File: src/rtl/uart_pkg.sv
// uart_pkg
//   Shared types for the UART receive frame path: the frame FSM state
//   encoding, the parity mode encoding and a helper that tells whether a
//   parity mode actually carries a parity bit on the line.
//   Optional feature macro used by the users of this package: UART_RX_CRC_EN.
package uart_pkg;

  typedef enum logic [2:0] {
    IDLE,
    DATA,
    PAR,
    CRC,
    STOP
  } rx_state_e;

  typedef enum logic [1:0] {
    PARITY_NONE = 2'd0,
    PARITY_EVEN = 2'd1,
    PARITY_ODD  = 2'd2,
    PARITY_RSVD = 2'd3
  } parity_mode_e;

  // The reserved encoding is treated exactly like "none".
  function automatic logic parity_active(input parity_mode_e mode);
    return (mode == PARITY_EVEN) || (mode == PARITY_ODD);
  endfunction

endpackage

File: src/rtl/uart_crc_serial.sv
// uart_crc_serial
//   Bit-serial CRC accumulator (non-reflected, implicit x^CRC_W term).
//   One message bit is folded in per enabled cycle, in arrival order.
// Ports:
//   clk_i   clock
//   rst_ni  asynchronous active-low reset, register returns to CRC_INIT
//   init_i  reload the seed CRC_INIT (wins over en_i)
//   en_i    fold bit_i into the running CRC
//   bit_i   message bit
//   crc_o   current CRC value
module uart_crc_serial
  import uart_pkg::*;
#(
  parameter int unsigned      CRC_W    = 8,
  parameter logic [CRC_W-1:0] CRC_POLY = 8'h07,
  parameter logic [CRC_W-1:0] CRC_INIT = 8'h00
) (
  input  logic             clk_i,
  input  logic             rst_ni,
  input  logic             init_i,
  input  logic             en_i,
  input  logic             bit_i,
  output logic [CRC_W-1:0] crc_o
);

  logic [CRC_W-1:0] crc_q;
  logic             feedback;

  assign feedback = crc_q[CRC_W-1] ^ bit_i;

  // Galois-style shift: the outgoing MSB xored with the new bit decides
  // whether the polynomial is folded back in.
  always_ff @(posedge clk_i or negedge rst_ni) begin
    if (!rst_ni) begin
      crc_q <= CRC_INIT;
    end else if (init_i) begin
      crc_q <= CRC_INIT;
    end else if (en_i) begin
      crc_q <= {crc_q[CRC_W-2:0], 1'b0} ^ (feedback ? CRC_POLY : '0);
    end
  end

  assign crc_o = crc_q;

endmodule

File: src/rtl/uart_rx_frame_path.sv
// uart_rx_frame_path
//   UART receive frame engine. Advances only on the mid-bit sample strobe,
//   deserialises DATA_W bits LSB-first, then checks either a parity bit or a
//   serial CRC field, then STOP_BITS stop bits. Good frames are presented on
//   a valid/ready port; errors and overruns are reported as 1-cycle pulses.
//   Optional feature macro: UART_RX_CRC_EN (builds the CRC field check).
// Ports:
//   clk_i, rst_ni        clock, asynchronous active-low reset
//   rx_i, trigger_i      synchronised serial line, 1-cycle sample strobe
//   parity_mode_i        0 none, 1 even, 2 odd, 3 reserved (= none)
//   crc_en_i             CRC field replaces parity (only with UART_RX_CRC_EN)
//   sampled_start_o      start bit accepted this cycle (baud resync)
//   busy_o               frame in progress
//   data_o/data_valid_o  received word and its valid flag
//   data_ready_i         consumer accepts the word when valid & ready
//   parity_err_o, crc_err_o, frame_err_o, overrun_o   1-cycle pulses
module uart_rx_frame_path
  import uart_pkg::*;
#(
  parameter int unsigned      DATA_W    = 8,
  parameter int unsigned      STOP_BITS = 1,
  parameter int unsigned      CRC_W     = 8,
  parameter logic [CRC_W-1:0] CRC_POLY  = 8'h07,
  parameter logic [CRC_W-1:0] CRC_INIT  = 8'h00
) (
  input  logic              clk_i,
  input  logic              rst_ni,
  input  logic              rx_i,
  input  logic              trigger_i,
  input  logic [1:0]        parity_mode_i,
  input  logic              crc_en_i,
  output logic              sampled_start_o,
  output logic              busy_o,
  output logic [DATA_W-1:0] data_o,
  output logic              data_valid_o,
  input  logic              data_ready_i,
  output logic              parity_err_o,
  output logic              crc_err_o,
  output logic              frame_err_o,
  output logic              overrun_o
);

  // One counter serves every multi-bit state, so it is sized for the longest.
  localparam int unsigned CNT_MAX = (DATA_W > CRC_W) ?
                                    ((DATA_W > STOP_BITS) ? DATA_W : STOP_BITS) :
                                    ((CRC_W > STOP_BITS) ? CRC_W : STOP_BITS);
  localparam int unsigned CNT_W = $clog2(CNT_MAX);
  localparam logic [CNT_W-1:0] DATA_LAST = CNT_W'(DATA_W - 1);
  localparam logic [CNT_W-1:0] STOP_LAST = CNT_W'(STOP_BITS - 1);

  rx_state_e         state_q, state_d;
  logic [CNT_W-1:0]  bit_cnt_q, bit_cnt_d;
  logic [DATA_W-1:0] shift_q, shift_d;
  logic              par_bit_q, par_bit_d;
  logic              stop_err_q, stop_err_d;
  parity_mode_e      par_mode_q, par_mode_d;
  logic              crc_mode_q;
  logic [DATA_W-1:0] data_q, data_d;
  logic              valid_q, valid_d;
  logic              par_err_q, par_err_d;
  logic              frame_err_q, frame_err_d;
  logic              overrun_q, overrun_d;
  logic              start_hit;
  logic              stop_bad;
  logic              par_bad;
  logic              crc_bad;

`ifdef UART_RX_CRC_EN
  localparam logic [CNT_W-1:0] CRC_LAST = CNT_W'(CRC_W - 1);

  logic              crc_mode_d;
  logic [CRC_W-1:0]  crc_field_q, crc_field_d;
  logic [CRC_W-1:0]  crc_val;
  logic              crc_init;
  logic              crc_step;
  logic              crc_err_q, crc_err_d;

  // The CRC covers the data bits only, seeded when the start bit is taken.
  uart_crc_serial #(
    .CRC_W    (CRC_W),
    .CRC_POLY (CRC_POLY),
    .CRC_INIT (CRC_INIT)
  ) u_crc (
    .clk_i  (clk_i),
    .rst_ni (rst_ni),
    .init_i (crc_init),
    .en_i   (crc_step),
    .bit_i  (rx_i),
    .crc_o  (crc_val)
  );

  assign crc_bad   = crc_mode_q & (crc_val != crc_field_q);
  assign crc_err_o = crc_err_q;
`else
  logic unused_crc_cfg;

  assign unused_crc_cfg = ^{crc_en_i, CRC_POLY, CRC_INIT};
  assign crc_mode_q     = 1'b0;
  assign crc_bad        = 1'b0;
  assign crc_err_o      = 1'b0;
`endif

  // Frame checks evaluated on the last stop trigger. The current rx_i is the
  // final stop sample; parity is meaningless when a CRC field was received.
  assign stop_bad = stop_err_q | ~rx_i;
  assign par_bad  = ~crc_mode_q & parity_active(par_mode_q) &
                    ((^shift_q ^ par_bit_q) != (par_mode_q == PARITY_ODD));

  // Next-state and datapath: only strobe cycles move the frame along; the
  // output handshake and pulse clearing run every cycle.
  always_comb begin
    state_d     = state_q;
    bit_cnt_d   = bit_cnt_q;
    shift_d     = shift_q;
    par_bit_d   = par_bit_q;
    stop_err_d  = stop_err_q;
    par_mode_d  = par_mode_q;
`ifdef UART_RX_CRC_EN
    crc_mode_d  = crc_mode_q;
    crc_field_d = crc_field_q;
    crc_init    = 1'b0;
    crc_step    = 1'b0;
    crc_err_d   = 1'b0;
`endif
    data_d      = data_q;
    valid_d     = valid_q & ~data_ready_i;
    par_err_d   = 1'b0;
    frame_err_d = 1'b0;
    overrun_d   = 1'b0;
    start_hit   = 1'b0;

    if (trigger_i) begin
      case (state_q)
        IDLE: begin
          if (!rx_i) begin
            start_hit  = 1'b1;
            state_d    = DATA;
            bit_cnt_d  = '0;
            stop_err_d = 1'b0;
            par_mode_d = parity_mode_e'(parity_mode_i);
`ifdef UART_RX_CRC_EN
            crc_mode_d = crc_en_i;
            crc_init   = 1'b1;
`endif
          end
        end

        DATA: begin
          shift_d = {rx_i, shift_q[DATA_W-1:1]};
`ifdef UART_RX_CRC_EN
          crc_step = 1'b1;
`endif
          if (bit_cnt_q == DATA_LAST) begin
            bit_cnt_d = '0;
            if (crc_mode_q) begin
              state_d = CRC;
            end else if (parity_active(par_mode_q)) begin
              state_d = PAR;
            end else begin
              state_d = STOP;
            end
          end else begin
            bit_cnt_d = bit_cnt_q + 1'b1;
          end
        end

        PAR: begin
          par_bit_d = rx_i;
          bit_cnt_d = '0;
          state_d   = STOP;
        end

        CRC: begin
`ifdef UART_RX_CRC_EN
          crc_field_d = {rx_i, crc_field_q[CRC_W-1:1]};
          if (bit_cnt_q == CRC_LAST) begin
            bit_cnt_d = '0;
            state_d   = STOP;
          end else begin
            bit_cnt_d = bit_cnt_q + 1'b1;
          end
`else
          state_d = IDLE;
`endif
        end

        STOP: begin
          if (bit_cnt_q == STOP_LAST) begin
            state_d    = IDLE;
            bit_cnt_d  = '0;
            stop_err_d = 1'b0;
            // A word consumed in this very cycle frees the slot for the new one.
            if (stop_bad | par_bad | crc_bad) begin
              frame_err_d = stop_bad;
              par_err_d   = par_bad;
`ifdef UART_RX_CRC_EN
              crc_err_d   = crc_bad;
`endif
            end else if (valid_q & ~data_ready_i) begin
              overrun_d = 1'b1;
            end else begin
              data_d  = shift_q;
              valid_d = 1'b1;
            end
          end else begin
            stop_err_d = stop_bad;
            bit_cnt_d  = bit_cnt_q + 1'b1;
          end
        end

        default: begin
          state_d   = IDLE;
          bit_cnt_d = '0;
        end
      endcase
    end
  end

  // Register file for the frame state and the registered outputs.
  always_ff @(posedge clk_i or negedge rst_ni) begin
    if (!rst_ni) begin
      state_q     <= IDLE;
      bit_cnt_q   <= '0;
      shift_q     <= '0;
      par_bit_q   <= 1'b0;
      stop_err_q  <= 1'b0;
      par_mode_q  <= PARITY_NONE;
`ifdef UART_RX_CRC_EN
      crc_mode_q  <= 1'b0;
      crc_field_q <= '0;
      crc_err_q   <= 1'b0;
`endif
      data_q      <= '0;
      valid_q     <= 1'b0;
      par_err_q   <= 1'b0;
      frame_err_q <= 1'b0;
      overrun_q   <= 1'b0;
    end else begin
      state_q     <= state_d;
      bit_cnt_q   <= bit_cnt_d;
      shift_q     <= shift_d;
      par_bit_q   <= par_bit_d;
      stop_err_q  <= stop_err_d;
      par_mode_q  <= par_mode_d;
`ifdef UART_RX_CRC_EN
      crc_mode_q  <= crc_mode_d;
      crc_field_q <= crc_field_d;
      crc_err_q   <= crc_err_d;
`endif
      data_q      <= data_d;
      valid_q     <= valid_d;
      par_err_q   <= par_err_d;
      frame_err_q <= frame_err_d;
      overrun_q   <= overrun_d;
    end
  end

  // The start pulse is combinational so the baud generator can resync in
  // the same cycle; it stays quiet while reset is held.
  assign sampled_start_o = start_hit & rst_ni;
  assign busy_o          = (state_q != IDLE);
  assign data_o          = data_q;
  assign data_valid_o    = valid_q;
  assign parity_err_o    = par_err_q;
  assign frame_err_o     = frame_err_q;
  assign overrun_o       = overrun_q;

endmodule

File: config.mk
export PLATFORM = sky130hd
export DESIGN_NAME = uart_rx_frame_path
export DESIGN_NICKNAME = d
export VERILOG_FILES = /design/src/rtl/uart_pkg.sv /design/src/rtl/uart_crc_serial.sv /design/src/rtl/uart_rx_frame_path.sv
export SDC_FILE = /design/constraint.sdc
export NUM_CORES = 1
export LEC_CHECK = 0
export BUFFER_PORTS_ARGS = -buffer_cell sky130_fd_sc_hd__buf_2
export CAP_MARGIN = 20
export CORE_MARGIN = 2
export CORE_UTILIZATION = 40
export DETAILED_ROUTE_END_ITERATION = 10
export PLACE_DENSITY = 0.69
export SYNTH_ARGS = -nofsm -noshare
export SYNTH_HDL_FRONTEND = slang
export SYNTH_HIERARCHICAL = 1
export SYNTH_SLANG_ARGS = --single-unit
File: constraint.sdc
create_clock -name clk_i -period 3.05 [get_ports clk_i]
set_clock_uncertainty 0.05 [all_clocks]
set_input_delay 0.4575 -clock clk_i [delete_from_list [all_inputs] [get_ports clk_i]]
set_output_delay 0.4575 -clock clk_i [all_outputs]
set_load 0.005 [all_outputs]
======== Word level (Yosys, flattened, before mapping) ========
Index checks and enable logic that the tools add are counted.
operators by class
  bitwise gates (word level) .............. 11
  reduce and logical (&&, ||, !) cells .... 13
  eq/ne operators ......................... 11
  muxes and demuxes ....................... 32
  add/sub/neg operators ................... 1
operator list
  operator                                                               number
  3-bit one-hot mux with 4 select lines                                  2
  1-bit two-way mux                                                      22
  3-bit two-way mux                                                      7
  3-bit AND reduction                                                    3
  8-bit parity                                                           1
  3-bit by 2-bit equality test with 1-bit output, second input constant  2
  3-bit equality test, second input constant                             2
  3-bit zero test                                                        2
  2-bit != test, second input constant                                   3
  1-bit inverter                                                         5
  5-bit AND reduction                                                    1
  2-bit AND reduction                                                    2
  4-bit AND reduction                                                    1
  3-bit by 1-bit adder with 3-bit output, second input constant          1
  1-bit bitwise AND                                                      3
  3-bit by 1-bit equality test with 1-bit output, second input constant  1
  3-bit nonzero test                                                     1
  2-bit by 1-bit equality test with 1-bit output, second input constant  1
  2-bit equality test, second input constant                             1
  1-bit bitwise OR                                                       2
  1-bit one-hot mux with 2 select lines                                  1
  2-bit nonzero test                                                     1
  1-bit logical OR                                                       1
  1-bit != test                                                          1
  1-bit bitwise XOR                                                      1
word-level totals
  output and inout port bits .............. 15
  input bits .............................. 8
  flip-flop bits (word level) ............. 30
  word-level logic and storage cells ...... 79

======== Logic depth before layout (Yosys ltp) ========
  depth in word-level cells ............... 9
  depth in mapped cells ................... 8
  mapped depth without buffers ............ 7

======== Worst setup path before layout ========
No wires, ideal clock.
  path type ............................... reg-to-reg
  start ................................... register par_mode_q[0]
  end ..................................... register data_q[0] (netlist: data_o[0])
  buffers on the path ..................... 1
  data required time ...................... 2874 ps
  path slack .............................. 1030 ps
  clock period less this slack ............ 2020 ps
  arrival time ............................ 1844 ps
  cell stages (with the launch flop) ...... 9
  path through ............................ dfrtp_1 > inv_1 > ha_1 > xnor2_1 > xnor3_2 > xnor2_2 > o21ba_2 > buf_6 > a221o_1
between the ends
  cells in the longest elaborated chain, start to end .. 6
  elaborated cells between the ends (all ways) .. 8
  classes of those cells .................. eq/ne (3); bitwise (3); reduce/logical (2)
ends and longest elaborated chain
  what                                                                                          line                                       text
  start: declaration                                                                            uart_rx_frame_path.sv:56                   parity_mode_e par_mode_q, par_mode_d;
  start signal: assignment                                                                      uart_rx_frame_path.sv:244                  par_mode_q <= par_mode_d;
  2-bit equality test / 2-bit by 1-bit equality test with 1-bit output (equally long branches)  uart_pkg.sv:25, uart_rx_frame_path.sv:107
  1-bit != test / 1-bit logical OR (equally long branches)                                      uart_rx_frame_path.sv:107, uart_pkg.sv:25
  1-bit bitwise AND *                                                                           uart_rx_frame_path.sv:106                  assign par_bad = ~crc_mode_q & parity_active(par_mode_q) &
  1-bit bitwise OR *                                                                            uart_rx_frame_path.sv:193                  if (stop_bad | par_bad | crc_bad) begin
  1-bit inverter (no source line) *                                                             -
  5-bit AND reduction (no source line) *                                                        -
  end signal: assignment                                                                        uart_rx_frame_path.sv:250                  data_q <= data_d;
  end: declaration                                                                              uart_rx_frame_path.sv:58                   logic [DATA_W-1:0] data_q, data_d;
Mark *: on every way between the ends. The rest lies on a longest branch, timed or not.
A chain may end at the register's enable or synchronous reset.

======== Worst setup path in the final report ========
Same ends and word-level chain as after synthesis.

==> flow_metrics.py <==
metrics = {
    "run_status": {
        "status": "complete, no violations",
    },
    "routing": {
        "routed_via_density": 4.94,
        "routedWlPerCell_um": 12.7,
        "routed_wl_um": 2520,
        "firstDrtPassIters": 4,
        "first_iter_violations": 23,
        "ant_nets": 0,
        "drt_drc_violations_left": 0,
        "vias": 978,
    },
    "placed_design": {
        "io_buffers": 20,
        "gp_congestion": 0.851,
        "dp_hpwl_um": 1870,
    },
    "floorplanning": {
        "start_util": 0.413,
        "die_w_um": 65.0,
        "dieArea_sq_um": 4220,
        "rows": 22,
        "fp.dieH_um": 65.0,
        "core_area_sq_um": 3610,
        "io-pin-count": 23,
    },
    "clock_network": {
        "cts.sinks": 30,
        "clkLatencyLatePin_ns": 0.28,
        "postCtsHoldBufs": 0,
        "cts_resized": 0,
        "cts_tree": "done",
        "clock_path_buffers": 2,
        "clk_pin_slew_ns": 0.06,
        "h-tree-depth": 2,
        "cts_buffers": 5,
        "cts-root-buf": "clkbuf_8",
        "postCtsSetupBuffers": 0,
    },
    "cells_and_area": {
        "nFillCells": 346,
        "layout-drive-gt1-share": 0.313,
        "antenna_cells": 0,
        "fin_nets": 161,
        "area_growth_pct": 15.3,
    },
    "yosys": {
        "netlist_area_sq_um": 1490,
        "synthCells": 126,
        "syn_nets": 138,
        "syn_avg_cell_area_sq_um": 11.8,
        "yosysTopAreaCellShare": 0.505,
        "synth_area_leaders": "dfrtp_1 (50%), mux2_2 (11%), a221o_1 (5.4%), and2_1 (3.4%), ha_1 (3.4%)",
        "ys_warn_count": 6,
        "synth_top_family_by_area": "simple AND/OR/NAND/NOR gates",
        "seq_area_frac_synth": 0.505,
        "synthSimpleGateAreaFrac": 0.132,
        "ys_ff_latch": 30,
        "synth_cell_type_count": 33,
        "synth_top_cell_by_area": "dfrtp_1",
        "synth_compound_area_frac": 0.123,
        "synthAdderAreaFrac": 0.0336,
        "synthXorXnorAreaFrac": 0.0622,
        "synthMuxAreaShare": 0.106,
    },
    "power": {
        "seq_power_share": 0.357,
        "peakVddDrop_uv": 419,
        "combPwrFrac": 0.475,
        "p_sw_uw": 720,
        "switching_share": 0.377,
        "power_density_nw_per_um2": 1110,
        "p_clk_frac": 0.167,
        "power.leakage_uw": 0.000769,
        "p_int_uw": 1190,
    },
    "global_route": {
        "grt_pass1_vias": 984,
        "grt_max_degree": 32,
        "overflow": 0,
        "grt_usage": 0.139,
        "antenna_found_initial": 0,
        "grt_pass1_wl_um": 4420,
    },
    "critical_path": {
        "path_class": "reg -> reg",
        "endpoint_kind": "register",
        "crit_path_start_kind": "register",
        "required_ns": 3.16,
        "worstPathMaxFanout": 8,
        "arrival_ns": 2.23,
    },
    "sta": {
        "rsz0062_at_grt": "no",
        "fin_crit_sh": 0.695,
        "setup_viol": 0,
        "fin_tns_setup_ns": 0,
        "tightest_slew_ns": 0.699,
        "max_freq_mhz": 472,
        "finalMaxSlewViolations": 0,
        "fin_crit_ns": 2.12,
        "hold_viol": 0,
        "slew_headroom": 0.522,
        "holdWs_ns": 0.125,
    },
    "hold_path": {
        "hold_path.class": "in -> async",
    },
    "run": {
        "drv_cap": 0,
    },
}
## final cells by class
cell class / count / area (sq um) / area share
multi-input cells: 85 / 683 / 0.398
well taps: 48 / 60.1 / 0.0350
repair buffers: 21 / 108 / 0.0627
flip-flops and latches: 30 / 751 / 0.438
clock inverters: 1 / 5.00 / 0.00292
inverters: 6 / 22.5 / 0.0131
clock buffers: 7 / 86.3 / 0.0503
## cells in the final DEF, fill, tap and decap left out, types with 3 or more instances in the layout
| cell type | instances |
|---|---|
| a21oi_1 | 3 |
| buf_2 | 20 |
| nand2b_1 | 5 |
| ha_1 | 4 |
| dfrtp_1 | 30 |
| a221o_1 | 8 |
| xnor2_1 | 5 |
| nand2_1 | 3 |
| nor3_1 | 7 |
| and2_1 | 8 |
| mux2_2 | 14 |
| nor2_1 | 4 |
| o21ai_0 | 4 |
| inv_1 | 6 |
| nor2b_1 | 3 |
| clkbuf_8 | 6 |
## flip-flops by register name, summed over array words and instances, names as in the netlist
signal and count:
par_mode_q 2, shift_q 8, overrun_o 1, frame_err_o 1, parity_err_o 1, data_o 8
par_bit_q 1, data_valid_o 1, state_q 3, stop_err_q 1, bit_cnt_q 3
## cell families after synthesis
kind of cell / after synthesis
compound gates: 23
xor+xnor: 8
fa+ha+maj: 4
buf+inv: 11
flops: 30
mux: 14
other cells: 1
simple gates: 35
## path summary, 6_finish.rpt
| path | startpoint | to | slack (ns) | cells past startpoint |
|---|---|---|---|---|
| max reg2reg | par_mode_q[0] | data_o[0] | 0.93 | 7 |
| max in group asynchronous | rst_ni | shift_q[1] | 2.54 | 2 |
| min | rst_ni | state_q[1] | 0.13 | 2 |
| max | par_mode_q[0] | data_o[0] | 0.93 | 7 |
| min reg2reg | par_mode_q[1] | par_mode_q[1] | 0.47 | 1 |
| min in group clk_i | parity_mode_i[1] | par_mode_q[1] | 0.35 | 2 |
## per-stage QoR
stage	utilization	instances	power (uW)	area [sq um]	worst slack (ns)
global placement	0.450	190	1560	1620	0.987
floorplan	-	126	1400	1490	1.03
finish	0.476	198	1910	1720	0.932
detailed placement	0.450	190	1610	1620	0.953
CTS	0.476	198	1940	1720	0.934
global route	0.476	198	2040	1720	0.815
## synth_stat cells, drive strengths merged
master / number
dfrtp: 30
mux2: 14
a221o: 8
and2: 8
nor3: 7
inv: 6
xnor2: 6
nand2b: 5
nor2: 5
o21ai: 5
ha: 4
a21oi: 3
buf: 3
nand2: 3
nor2b: 3
clkbuf: 2
nand3: 2
o22a: 2
a2111oi: 1
a21o: 1
a22o: 1
a32o: 1
conb: 1
nand4: 1
nor3b: 1
o21ba: 1
xnor3: 1
xor2: 1
## critical path, cell delays in order (launching register included)
cell     delay (ns)
dfrtp_1        0.35
inv_1          0.05
ha_1           0.19
xnor2_1        0.22
xnor3_2        0.40
xnor2_2        0.17
o21ba_2        0.27
a221o_1        0.31
## per-layer routing
| metal | vias to the layer above | GRT usage | wire length (um) |
|---|---|---|---|
| li1 | 497 | - | - |
| met1 | 455 | 0.170 | 1170 |
| met2 | 22 | 0.220 | 1180 |
| met3 | 4 | 0.0538 | 130 |
| met4 | 0 | 0.0559 | 34 |
| met5 | - | 0 | 0 |
## power by group through the flow
stage / registers [uW] / logic [uW] / clock network (uW)
2_1_floorplan: 633 / 771 / 0
3_3_place_gp: 678 / 887 / 0
3_5_place_dp: 690 / 924 / 0
4_1_cts: 682 / 923 / 334
5_1_grt: 708 / 989 / 347
6_report: 682 / 908 / 320
No activity file was read; power rests on OpenSTA's default activity.
